**config.mk**
```make
export PLATFORM = sky130hd
export DESIGN_NAME = cim_seq_controller
export DESIGN_NICKNAME = d
export VERILOG_FILES = /design/src/rtl/cim_seq_controller.sv
export SDC_FILE = /design/constraint.sdc
export NUM_CORES = 1
export LEC_CHECK = 0
export ABC_AREA = 1
export CORE_ASPECT_RATIO = 0.7
export CORE_UTILIZATION = 25
export CTS_BUF_LIST = sky130_fd_sc_hd__clkbuf_8 sky130_fd_sc_hd__clkbuf_16
export CTS_CLUSTER_DIAMETER = 80
export DETAILED_ROUTE_END_ITERATION = 6
export PLACE_DENSITY = 0.45
export SLEW_MARGIN = 20
export SYNTH_ARGS = -nofsm -noshare
export SYNTH_HDL_FRONTEND = slang
export SYNTH_SLANG_ARGS = --single-unit
```
**constraint.sdc**
```tcl
create_clock -name clk -period 3 [get_ports clk]
set_clock_uncertainty 0.2 [all_clocks]
set_input_delay 0.6 -clock clk [delete_from_list [all_inputs] [get_ports clk]]
set_output_delay 0.6 -clock clk [all_outputs]
set_load 0.005 [all_outputs]
```
**src/rtl/cim_seq_controller.sv**
```systemverilog
// Command queue and phase sequencer for a compute-in-memory array: pops queued
// commands and drives the read/write wordlines of each execution step.
module cim_seq_controller #(
  parameter int COL_NUM         = 64,
  parameter int COL_BITS        = 6,
  parameter int CMD_DEPTH       = 4,
  parameter int ZERO_ADDR       = 0,
  parameter int SUM_PIPO_ADDR   = COL_NUM - 2,
  parameter int BOOTH_PIPO_ADDR = COL_NUM - 1
) (
  input  logic               clk,
  input  logic               rst_n,
  input  logic               cmd_valid,
  output logic               cmd_ready,
  input  logic [24:0]        cmd,
  output logic               busy,
  output logic               done,
  output logic               err,
  output logic [COL_NUM-1:0] rwl_ch1,
  output logic [COL_NUM-1:0] rwl_ch2,
  output logic [COL_NUM-1:0] rwl_ch3,
  output logic [COL_NUM-1:0] wwl_ch1,
  output logic [COL_NUM-1:0] wwl_ch2,
  output logic [4:0]         cur_iter
);

  localparam int PTR_W = $clog2(CMD_DEPTH);
  localparam int CNT_W = PTR_W + 1;

  localparam logic [2:0] MODE_AND   = 3'd1;
  localparam logic [2:0] MODE_XOR   = 3'd2;
  localparam logic [2:0] MODE_SHIFT = 3'd3;
  localparam logic [2:0] MODE_ADD   = 3'd4;
  localparam logic [2:0] MODE_SUB   = 3'd5;
  localparam logic [2:0] MODE_MUL   = 3'd6;

  localparam logic [COL_BITS-1:0] ZERO_A  = COL_BITS'(ZERO_ADDR);
  localparam logic [COL_BITS-1:0] SUM_A   = COL_BITS'(SUM_PIPO_ADDR);
  localparam logic [COL_BITS-1:0] BOOTH_A = COL_BITS'(BOOTH_PIPO_ADDR);

  typedef enum logic [1:0] {IDLE, LOAD, EXEC} state_t;

  logic [24:0]      queue_mem [CMD_DEPTH];
  logic [PTR_W-1:0] wr_ptr;
  logic [PTR_W-1:0] rd_ptr;
  logic [CNT_W-1:0] count;
  logic             push;
  logic             pop;
  logic             q_empty;
  logic [24:0]      head;

  state_t           state;
  logic [24:0]      cmd_reg;
  logic [4:0]       iter;
  logic [4:0]       last_iter;
  logic [4:0]       nk;
  logic             exec_last;

  logic [2:0]          mode;
  logic [2:0]          len;
  logic [COL_BITS-1:0] rs1;
  logic [COL_BITS-1:0] rs2;
  logic [COL_BITS-1:0] rd;
  logic                special_unused;

  logic                en_r1, en_r2, en_r3, en_w1, en_w2;
  logic [COL_BITS-1:0] a_r1, a_r2, a_r3, a_w1, a_w2;

  function automatic logic is_legal(input logic [24:0] c);
    logic mode_ok;
    logic len_ok;
    mode_ok  = (c[23:21] != 3'd0) && (c[23:21] != 3'd7);
    len_ok   = (c[20:18] >= 3'd1) && (c[20:18] <= 3'd5);
    is_legal = mode_ok && ((c[23:21] != MODE_MUL) || len_ok);
  endfunction

  function automatic logic [COL_NUM-1:0] one_hot(input logic en, input logic [COL_BITS-1:0] a);
    one_hot = '0;
    if (en) one_hot[a] = 1'b1;
  endfunction

  assign q_empty   = (count == '0);
  assign cmd_ready = (count != CNT_W'(CMD_DEPTH));
  assign push      = cmd_valid && cmd_ready;
  assign head      = queue_mem[rd_ptr];
  assign busy      = !q_empty || (state != IDLE);
  assign cur_iter  = iter;

  assign mode           = cmd_reg[23:21];
  assign len            = cmd_reg[20:18];
  assign rs1            = cmd_reg[12 +: COL_BITS];
  assign rs2            = cmd_reg[6 +: COL_BITS];
  assign rd             = cmd_reg[0 +: COL_BITS];
  assign special_unused = cmd_reg[24];

  always_comb begin
    last_iter = 5'd0;
    if (mode == MODE_MUL) last_iter = 5'((6'd1 << len) - 6'd1);
  end

  assign exec_last = (state == EXEC) && (iter == last_iter);
  assign pop       = !q_empty && ((state == IDLE) || exec_last);
  assign nk        = (state == EXEC) ? iter + 5'd1 : 5'd0;

  always_ff @(posedge clk) begin
    if (push) queue_mem[wr_ptr] <= cmd;
  end

  always_ff @(posedge clk or negedge rst_n) begin
    if (!rst_n) begin
      wr_ptr <= '0;
      rd_ptr <= '0;
      count  <= '0;
    end else begin
      if (push) wr_ptr <= wr_ptr + 1'b1;
      if (pop)  rd_ptr <= rd_ptr + 1'b1;
      case ({push, pop})
        2'b10:   count <= count + 1'b1;
        2'b01:   count <= count - 1'b1;
        default: count <= count;
      endcase
    end
  end

  // Channel addressing for the step about to be entered (iteration nk).
  always_comb begin
    en_r1 = 1'b0; en_r2 = 1'b0; en_r3 = 1'b0; en_w1 = 1'b0; en_w2 = 1'b0;
    a_r1  = '0;   a_r2  = '0;   a_r3  = '0;   a_w1  = '0;   a_w2  = '0;
    case (mode)
      MODE_AND, MODE_XOR: begin
        en_r1 = 1'b1; a_r1 = rs1;
        en_r2 = 1'b1; a_r2 = rs2;
        en_w1 = 1'b1; a_w1 = rd;
      end
      MODE_SHIFT: begin
        en_r3 = 1'b1; a_r3 = rs1;
        en_w2 = 1'b1; a_w2 = rd;
      end
      MODE_ADD, MODE_SUB: begin
        en_r1 = 1'b1; a_r1 = rs1;
        en_r2 = 1'b1; a_r2 = rs2;
        en_w1 = 1'b1; a_w1 = rd;
        en_r3 = 1'b1; a_r3 = {rs2[COL_BITS-1:1], 1'b1};
        en_w2 = 1'b1; a_w2 = {rd[COL_BITS-1:1], 1'b1};
      end
      MODE_MUL: begin
        en_r1 = 1'b1; en_r2 = 1'b1; en_r3 = 1'b1; en_w1 = 1'b1; en_w2 = 1'b1;
        if (nk == 5'd0)  a_r1 = ZERO_A;
        else if (nk[0])  a_r1 = SUM_A;
        else             a_r1 = rd;
        a_r2 = rs2;
        a_r3 = nk[0] ? BOOTH_A : rs1;
        a_w1 = nk[0] ? rd : SUM_A;
        a_w2 = nk[0] ? rs1 : BOOTH_A;
      end
      default: ;
    endcase
  end

  // The pop happens on the edge entering LOAD, so err is valid during LOAD itself.
  always_ff @(posedge clk or negedge rst_n) begin
    if (!rst_n) begin
      state   <= IDLE;
      cmd_reg <= '0;
      iter    <= '0;
      done    <= 1'b0;
      err     <= 1'b0;
      rwl_ch1 <= '0;
      rwl_ch2 <= '0;
      rwl_ch3 <= '0;
      wwl_ch1 <= '0;
      wwl_ch2 <= '0;
    end else begin
      done <= 1'b0;
      err  <= 1'b0;
      case (state)
        IDLE: begin
          if (!q_empty) begin
            state   <= LOAD;
            cmd_reg <= head;
            err     <= !is_legal(head);
          end
        end
        LOAD: begin
          if (is_legal(cmd_reg)) begin
            state   <= EXEC;
            iter    <= 5'd0;
            done    <= (last_iter == 5'd0);
            rwl_ch1 <= one_hot(en_r1, a_r1);
            rwl_ch2 <= one_hot(en_r2, a_r2);
            rwl_ch3 <= one_hot(en_r3, a_r3);
            wwl_ch1 <= one_hot(en_w1, a_w1);
            wwl_ch2 <= one_hot(en_w2, a_w2);
          end else begin
            state <= IDLE;
          end
        end
        EXEC: begin
          if (exec_last) begin
            iter    <= 5'd0;
            rwl_ch1 <= '0;
            rwl_ch2 <= '0;
            rwl_ch3 <= '0;
            wwl_ch1 <= '0;
            wwl_ch2 <= '0;
            if (!q_empty) begin
              state   <= LOAD;
              cmd_reg <= head;
              err     <= !is_legal(head);
            end else begin
              state <= IDLE;
            end
          end else begin
            iter    <= nk;
            done    <= (nk == last_iter);
            rwl_ch1 <= one_hot(en_r1, a_r1);
            rwl_ch2 <= one_hot(en_r2, a_r2);
            rwl_ch3 <= one_hot(en_r3, a_r3);
            wwl_ch1 <= one_hot(en_w1, a_w1);
            wwl_ch2 <= one_hot(en_w2, a_w2);
          end
        end
        default: state <= IDLE;
      endcase
    end
  end

endmodule

```
**After elaboration in Yosys (flattened, before gate mapping)**

Memory sizes are Yosys's and may differ from the RTL's.
Cells that the tools add are included.

- Add/subtract/negate cells: 6
- Magnitude comparators: 14
- Equality and inequality tests: 20
- Shifts and indexed selects: 1
- Muxes and demuxes: 64
- Reductions and logical operators: 37

Operators by type and width:

| kind | number |
|---|---|
| 64-bit two-way mux | 15 |
| 64-bit one-hot mux with 2 select lines | 5 |
| 25-bit two-way mux | 2 |
| 25-bit one-hot mux with 2 select lines | 1 |
| 6-bit two-way mux | 6 |
| 6-bit one-hot mux with 3 select lines | 2 |
| 6-bit by 7-bit less-than comparator with 1-bit output (second input constant) | 5 |
| 1-bit demux with 6-bit select | 5 |
| 6-bit by 1-bit greater-or-equal comparator with 1-bit output (second input constant) | 5 |
| 6-bit one-hot mux with 2 select lines | 2 |
| 5-bit two-way mux | 4 |
| 3-bit inequality test (second input constant) | 5 |
| 1-bit logical AND | 14 |
| 1-bit two-way mux | 14 |
| 5-bit equality test | 2 |
| 5-bit logical NOT | 2 |
| 5-bit one-hot mux with 2 select lines | 1 |
| 3-bit equality test (second input constant) | 3 |
| 2-bit nonzero test | 4 |
| 4-bit OR reduction | 2 |
| 3-bit by 2-bit equality test with 1-bit output (second input constant) | 2 |
| 3-bit by 1-bit greater-or-equal comparator with 1-bit output (second input constant) | 2 |
| 3-bit <= comparator (second input constant) | 2 |
| 2-bit two-way mux | 3 |
| other kinds (21) | 34 |

- Flip-flop bits (word level): 361
- Memory bits (writable): 100
- Output and inout bits: 329
- Memories kept: 1

Memory list:

| memory | depth | bits a word | read ports | clocked after memory_dff | wr ports | RTL line | text |
|---|---|---|---|---|---|---|---|
| queue_mem | 4 | 25 | 1 | 0 | 1 | 43 | `logic [24:0] queue_mem [CMD_DEPTH];` |

**Depth between registers and ports, before layout**

- Word-level depth: 12
- Mapped depth: 19
- Gate-level depth less buffers: 17

**Worst setup path after synthesis**

OpenSTA, ideal clock, no wires.

- Path kind: register to register
- Start point: register cmd_reg[22]
- End point: register count[2]
- Setup time: 124 ps
- Arrival time: 2455 ps
- Required time: 2676 ps
- Path slack: 220 ps
- Stages on the path, launching flop included: 19
- Buffers on the path: 2
- Period minus slack after synthesis: 2780 ps
- Cells stage by stage: dfrtp_1 > nand3_2 > inv_2 > buf_4 > nand3_1 > nand2_1 > nand2_1 > nor2_2 > nand3_2 > buf_2 > nand2_1 > nand2_1 > inv_1 > ha_1 > inv_1 > fa_1 > a21oi_1 > o21ai_0 > xnor2_1

- Word-level cells in the longest chain between the ends: 8
- Elaborated cells on any way between the ends: 10
- Those cells by class: 4 x eq/ne; 2 x mux; 4 x reduce/logical

Ends and longest elaborated chain:

| item | RTL line | text |
|---|---|---|
| from (decl) | 53 | `logic [24:0] cmd_reg;` |
| from (signal assigned) | 164 | `cmd_reg <= '0;` |
| from (signal assigned) | 180 | `cmd_reg <= head;` |
| from (signal assigned) | 208 | `cmd_reg <= head;` |
| 3-bit equality test * | 98 | `if (mode == MODE_MUL) last_iter = 5'((6'd1 << len) - 6'd1);` |
| 5-bit two-way mux * | 98 |  |
| 5-bit equality test * | 101 | `assign exec_last = (state == EXEC) && (iter == last_iter);` |
| 1-bit logical AND * | 101 |  |
| 1-bit logical OR * | 102 | `assign pop = !q_empty && ((state == IDLE) \|\| exec_last);` |
| 1-bit logical AND * | 102 |  |
| via pop | 48 | `logic pop;` |
| 2-bit by 1-bit equality test with 1-bit output or 2-bit equality test (tied branches) | 117 | `case ({push, pop})` |
| 3-bit one-hot mux with 2 select lines or 2-bit nonzero test (tied branches) | -- |  |
| to (signal assigned) | 118 | `2'b10: count <= count + 1'b1;` |
| to (signal assigned) | 119 | `2'b01: count <= count - 1'b1;` |
| to (signal assigned) | 120 | `default: count <= count;` |
| to (decl) | 46 | `logic [CNT_W-1:0] count;` |

The timed path passes the listed nets; every way through them passes the cells marked *.
A chain may end at the register's enable or synchronous reset.

**Worst setup path after layout**

- Start point: register cmd_reg[21]
- End point: register count[2]

The elaborated chain is that of the path after synthesis.

==> impl_results.html <==
<table>
<tr><th>Metric</th><th>Value</th></tr>
<tr><th colspan="2">Yosys</th></tr>
<tr><td>Sequential share of the synthesized area</td><td>between 60% and 70%</td></tr>
<tr><td>Distinct cell type count after synthesis</td><td>34</td></tr>
<tr><td>Total number of yosys warnings</td><td>0</td></tr>
<tr><td>Flip-flop and latch count after synthesis</td><td>456</td></tr>
<tr><td>Mean post-synth cell area</td><td>8.959 um2</td></tr>
<tr><td>Mapped Cells</td><td>2115</td></tr>
<tr><td>Mapped Nets</td><td>2154</td></tr>
<tr><td>Cell area after synthesis</td><td>18950 um2</td></tr>
<tr><th colspan="2">Floorplan</th></tr>
<tr><td>Starting density of the core</td><td>25.25%</td></tr>
<tr><td>I/O pin count</td><td>357</td></tr>
<tr><td>Floorplan core area</td><td>75040 um2</td></tr>
<tr><td>Die height</td><td>roughly 230 um</td></tr>
<tr><td>Site row count</td><td>84</td></tr>
<tr><td>Die outline area</td><td>about 77000 um2</td></tr>
<tr><td>Width of the die</td><td>~330 um</td></tr>
<tr><th colspan="2">Timing</th></tr>
<tr><td>Number of setup violations in the final report</td><td>0</td></tr>
<tr><td>Slew at the pin closest to its max-slew limit</td><td>0.6499 ns</td></tr>
<tr><td>Worst Slack Setup Final</td><td>0.2086 ns</td></tr>
<tr><td>RSZ-0062 raised after global routing</td><td>yes</td></tr>
<tr><td>Period minus WS final</td><td>2.791 ns</td></tr>
<tr><td>Count of final hold-check violations</td><td>0</td></tr>
<tr><td>Worst hold slack across all endpoints</td><td>0.2754 ns</td></tr>
<tr><td>Max-slew headroom</td><td>56.51%</td></tr>
<tr><td>Part of the cycle the worst path needs</td><td>between 90% and 100%</td></tr>
<tr><td>Final number of max-transition violations</td><td>0</td></tr>
<tr><td>Achievable Freq</td><td>around 0.36 GHz</td></tr>
<tr><th colspan="2">Cells and area</th></tr>
<tr><td>Non-filler cells in the finished layout</td><td>approximately 3600</td></tr>
<tr><td>Register with the most flip-flops</td><td>queue_mem</td></tr>
<tr><td>Total area of multi-input combinational cells</td><td>around 6400 um2</td></tr>
<tr><td>Antenna cell count</td><td>0</td></tr>
<tr><td>Commonest cells after routing, fill and taps aside</td><td>938 x nand2_1, 359 x dfrtp_1, 354 x clkdlybuf4s50_1</td></tr>
<tr><td>Final core utilization</td><td>34.62%</td></tr>
<tr><td>Layout cell share with drive strength beyond 1</td><td>a little under a tenth</td></tr>
<tr><td>Max reg flops</td><td>96</td></tr>
<tr><td>Fill cell instance count of the final layout</td><td>7733</td></tr>
<tr><td>Most common cell after layout, fill and taps aside</td><td>nand2_1</td></tr>
<tr><td>Nets@finish</td><td>2582</td></tr>
<tr><td>Area used by sequential logic in the layout</td><td>11890 um2</td></tr>
<tr><td>Post-route cell area</td><td>25980 um2</td></tr>
<tr><td>Layout Area Growth over Synthesis</td><td>37.12%</td></tr>
<tr><th colspan="2">CTS</th></tr>
<tr><td>Clock latency at the later pin of the worst-skew pair</td><td>0.59 ns</td></tr>
<tr><td>Clock root cell</td><td>clkbuf_16</td></tr>
<tr><td>Number of clock sinks</td><td>roughly 460</td></tr>
<tr><td>Maximum level of the CTS H-tree</td><td>2</td></tr>
<tr><td>Number of buffers on the longest clock path</td><td>3</td></tr>
<tr><td>Clock tree from TritonCTS</td><td>built</td></tr>
<tr><td>Number of buffers created by CTS</td><td>50</td></tr>
<tr><td>Clock-pin slew of the registers on the worst-case setup and hold paths</td><td>0.06 ns</td></tr>
<tr><th colspan="2">Placed design</th></tr>
<tr><td>Placed instance count</td><td>3479</td></tr>
<tr><td>Global placer's final weighted congestion</td><td>between 0.8 and 0.9</td></tr>
<tr><td>Placed wire-length estimate after detailed placement</td><td>45.65 mm</td></tr>
<tr><td>Total of buffers placed on input and output ports</td><td>355</td></tr>
<tr><td>Placement Cell Area</td><td>roughly 24000 um2</td></tr>
<tr><td>DP Worst Slack</td><td>a little over 0.08 ns</td></tr>
<tr><th colspan="2">Drt</th></tr>
<tr><td>DRT Pass-1 Iters</td><td>5</td></tr>
<tr><td>DRC Markers</td><td>0</td></tr>
<tr><td>Routed WL per cell</td><td>18.16 um</td></tr>
<tr><td>Starting DRC count in detailed routing</td><td>1190</td></tr>
<tr><td>Via total after detailed routing</td><td>15766</td></tr>
<tr><td>Antenna Nets Post-Route</td><td>0</td></tr>
<tr><td>Vias/cell</td><td>4.419</td></tr>
<tr><td>Total length of routed wires</td><td>64.79 mm</td></tr>
<tr><th colspan="2">Critical path</th></tr>
<tr><td>Critical path arrival</td><td>3.07 ns</td></tr>
<tr><td>Crit. Startpoint</td><td>cmd_reg[21]</td></tr>
<tr><td>Critical path required time</td><td>3.28 ns</td></tr>
<tr><td>Largest driver fanout on the critical path</td><td>4</td></tr>
<tr><td>Worst Setup End Kind</td><td>flip-flop</td></tr>
<tr><td>Beginning of the worst register-to-register path</td><td>cmd_reg[21]</td></tr>
<tr><td>Start-to-end type of the worst setup path</td><td>reg -&gt; reg</td></tr>
<tr><td>Startpoint type of the worst setup path</td><td>flip-flop</td></tr>
<tr><th colspan="2">Global route</th></tr>
<tr><td>Global-route wire length before repair</td><td>97.19 mm</td></tr>
<tr><td>Global-route met3 utilization</td><td>~3.5%</td></tr>
<tr><td>Pin count of the biggest net entering global routing</td><td>between 90 and 100</td></tr>
<tr><td>Met1 track demand over resource in global routing</td><td>24.61%</td></tr>
<tr><td>Initial antenna violation count</td><td>0</td></tr>
<tr><td>GR Util met2</td><td>24.75%</td></tr>
<tr><td>Number of global-route vias before repair</td><td>15512</td></tr>
<tr><td>Global router's overall resource usage</td><td>between 15 and 20%</td></tr>
<tr><td>Peak-usage layer in the global routing report</td><td>met2</td></tr>
<tr><td>Gr ovfl total</td><td>0</td></tr>
<tr><th colspan="2">Hold path</th></tr>
<tr><td>Class of the tightest hold or removal check</td><td>reg -&gt; reg</td></tr>
<tr><td>Worst hold path startpoint</td><td>wwl_ch1[60]</td></tr>
<tr><th colspan="2">Pwr</th></tr>
<tr><td>Total power per unit cell area</td><td>974.7 nW/um2</td></tr>
<tr><td>Worst IR Drop VDD</td><td>0.5211 mV</td></tr>
<tr><td>Cell leakage power</td><td>12.33 nW</td></tr>
<tr><th colspan="2">Status</th></tr>
<tr><td>Status</td><td>finished clean</td></tr>
<tr><th colspan="2">Run</th></tr>
<tr><td>MaxCap Viol Count</td><td>0</td></tr>
</table>
## timing repair
action / CTS / global route
hold buffers: 1 / 0
endpoints found under the hold margin: 39 / 0
resized for setup: 0 / 12
endpoints found under the setup margin: 0 / 119
setup buffers: 0 / 0
## cell families after synthesis
group	synth area share, %
compound gates	5.223
xor+xnor	0.4622
fa+ha+maj	0.7660
buf+inv	3.817
flops	62.76
simple gates	26.97
## cells in the mapped netlist (all sizes together)
library cell | count | share of area, %
nand3b | 1 | 0.040
nor2 | 162 | 3.7
a21oi | 38 | 1.0
nand3 | 140 | 3.8
clkbuf | 49 | 0.97
a31oi | 1 | 0.033
xnor2 | 4 | 0.18
and3 | 1 | 0.033
nand4 | 9 | 0.30
dfrtp | 360 | 48
ha | 10 | 0.66
edfxtp | 96 | 15
o22ai | 19 | 0.63
nand2 | 942 | 19
buf | 29 | 0.81
or2 | 3 | 0.099
a21boi | 1 | 0.040
xor2 | 6 | 0.28
fa | 1 | 0.11
o21ai | 131 | 3.5
inv | 103 | 2.0
nor3 | 9 | 0.34
## metal layers
| layer | vias up | routed length, um |
|---|---|---|
| li1 | 7605 | - |
| met1 | 7700 | 31580 |
| met2 | 392 | 28450 |
| met3 | 69 | 3705 |
| met4 | 0 | 1052 |
| met5 | - | 0 |
## worst max-delay path, stage by stage (launching register included)
cell,delay [ns]
dfrtp_1,0.41
inv_1,0.09
nand3_2,0.13
nor2_1,0.23
xor2_1,0.11
nor2_2,0.16
nand3_2,0.11
nand2_1,0.09
nand2_1,0.10
inv_1,0.10
ha_1,0.14
inv_1,0.06
fa_1,0.38
a21oi_1,0.14
o21ai_0,0.11
xnor2_1,0.13
## cell type report
type	count	area share, %
sequential	456	45.77
clock buffer	59	5.336
multi-input combinational	1478	24.51
inverter	103	1.527
timing repair buffer	454	17.25
clock inverter	29	0.8331
tap	989	4.763
## power by group
part / internal [mW] / total, mW / switching (mW) / leakage [nW]
clock network: 3.52 / 6.08 / 2.56 / 0.839
registers: 7.55 / 8.29 / 0.744 / 5.82
logic: 3.58 / 10.9 / 7.36 / 5.68
## path summary, 6_finish.rpt
check                              endpoint  slack, ns  depth (start not counted)
worst max-delay path               count[2]       0.21                         15
max in group asynchronous       rwl_ch1[46]       1.39                          3
worst min-delay path            wwl_ch1[60]       0.28                          2
worst max register to register     count[2]       0.21                         15
min in group asynchronous       wwl_ch2[54]       0.32                          2
worst min register to register  wwl_ch1[60]       0.28                          2
## stage by stage
stage	TNS (ns)	power [mW]
2_1_floorplan	0	14.16
3_3_place_gp	0	19.34
3_5_place_dp	0	19.45
4_1_cts	0	25.69
5_1_grt	-0.04874	27.17
6_report	0	25.32
Note: power is estimated with default switching activity, not from simulation.
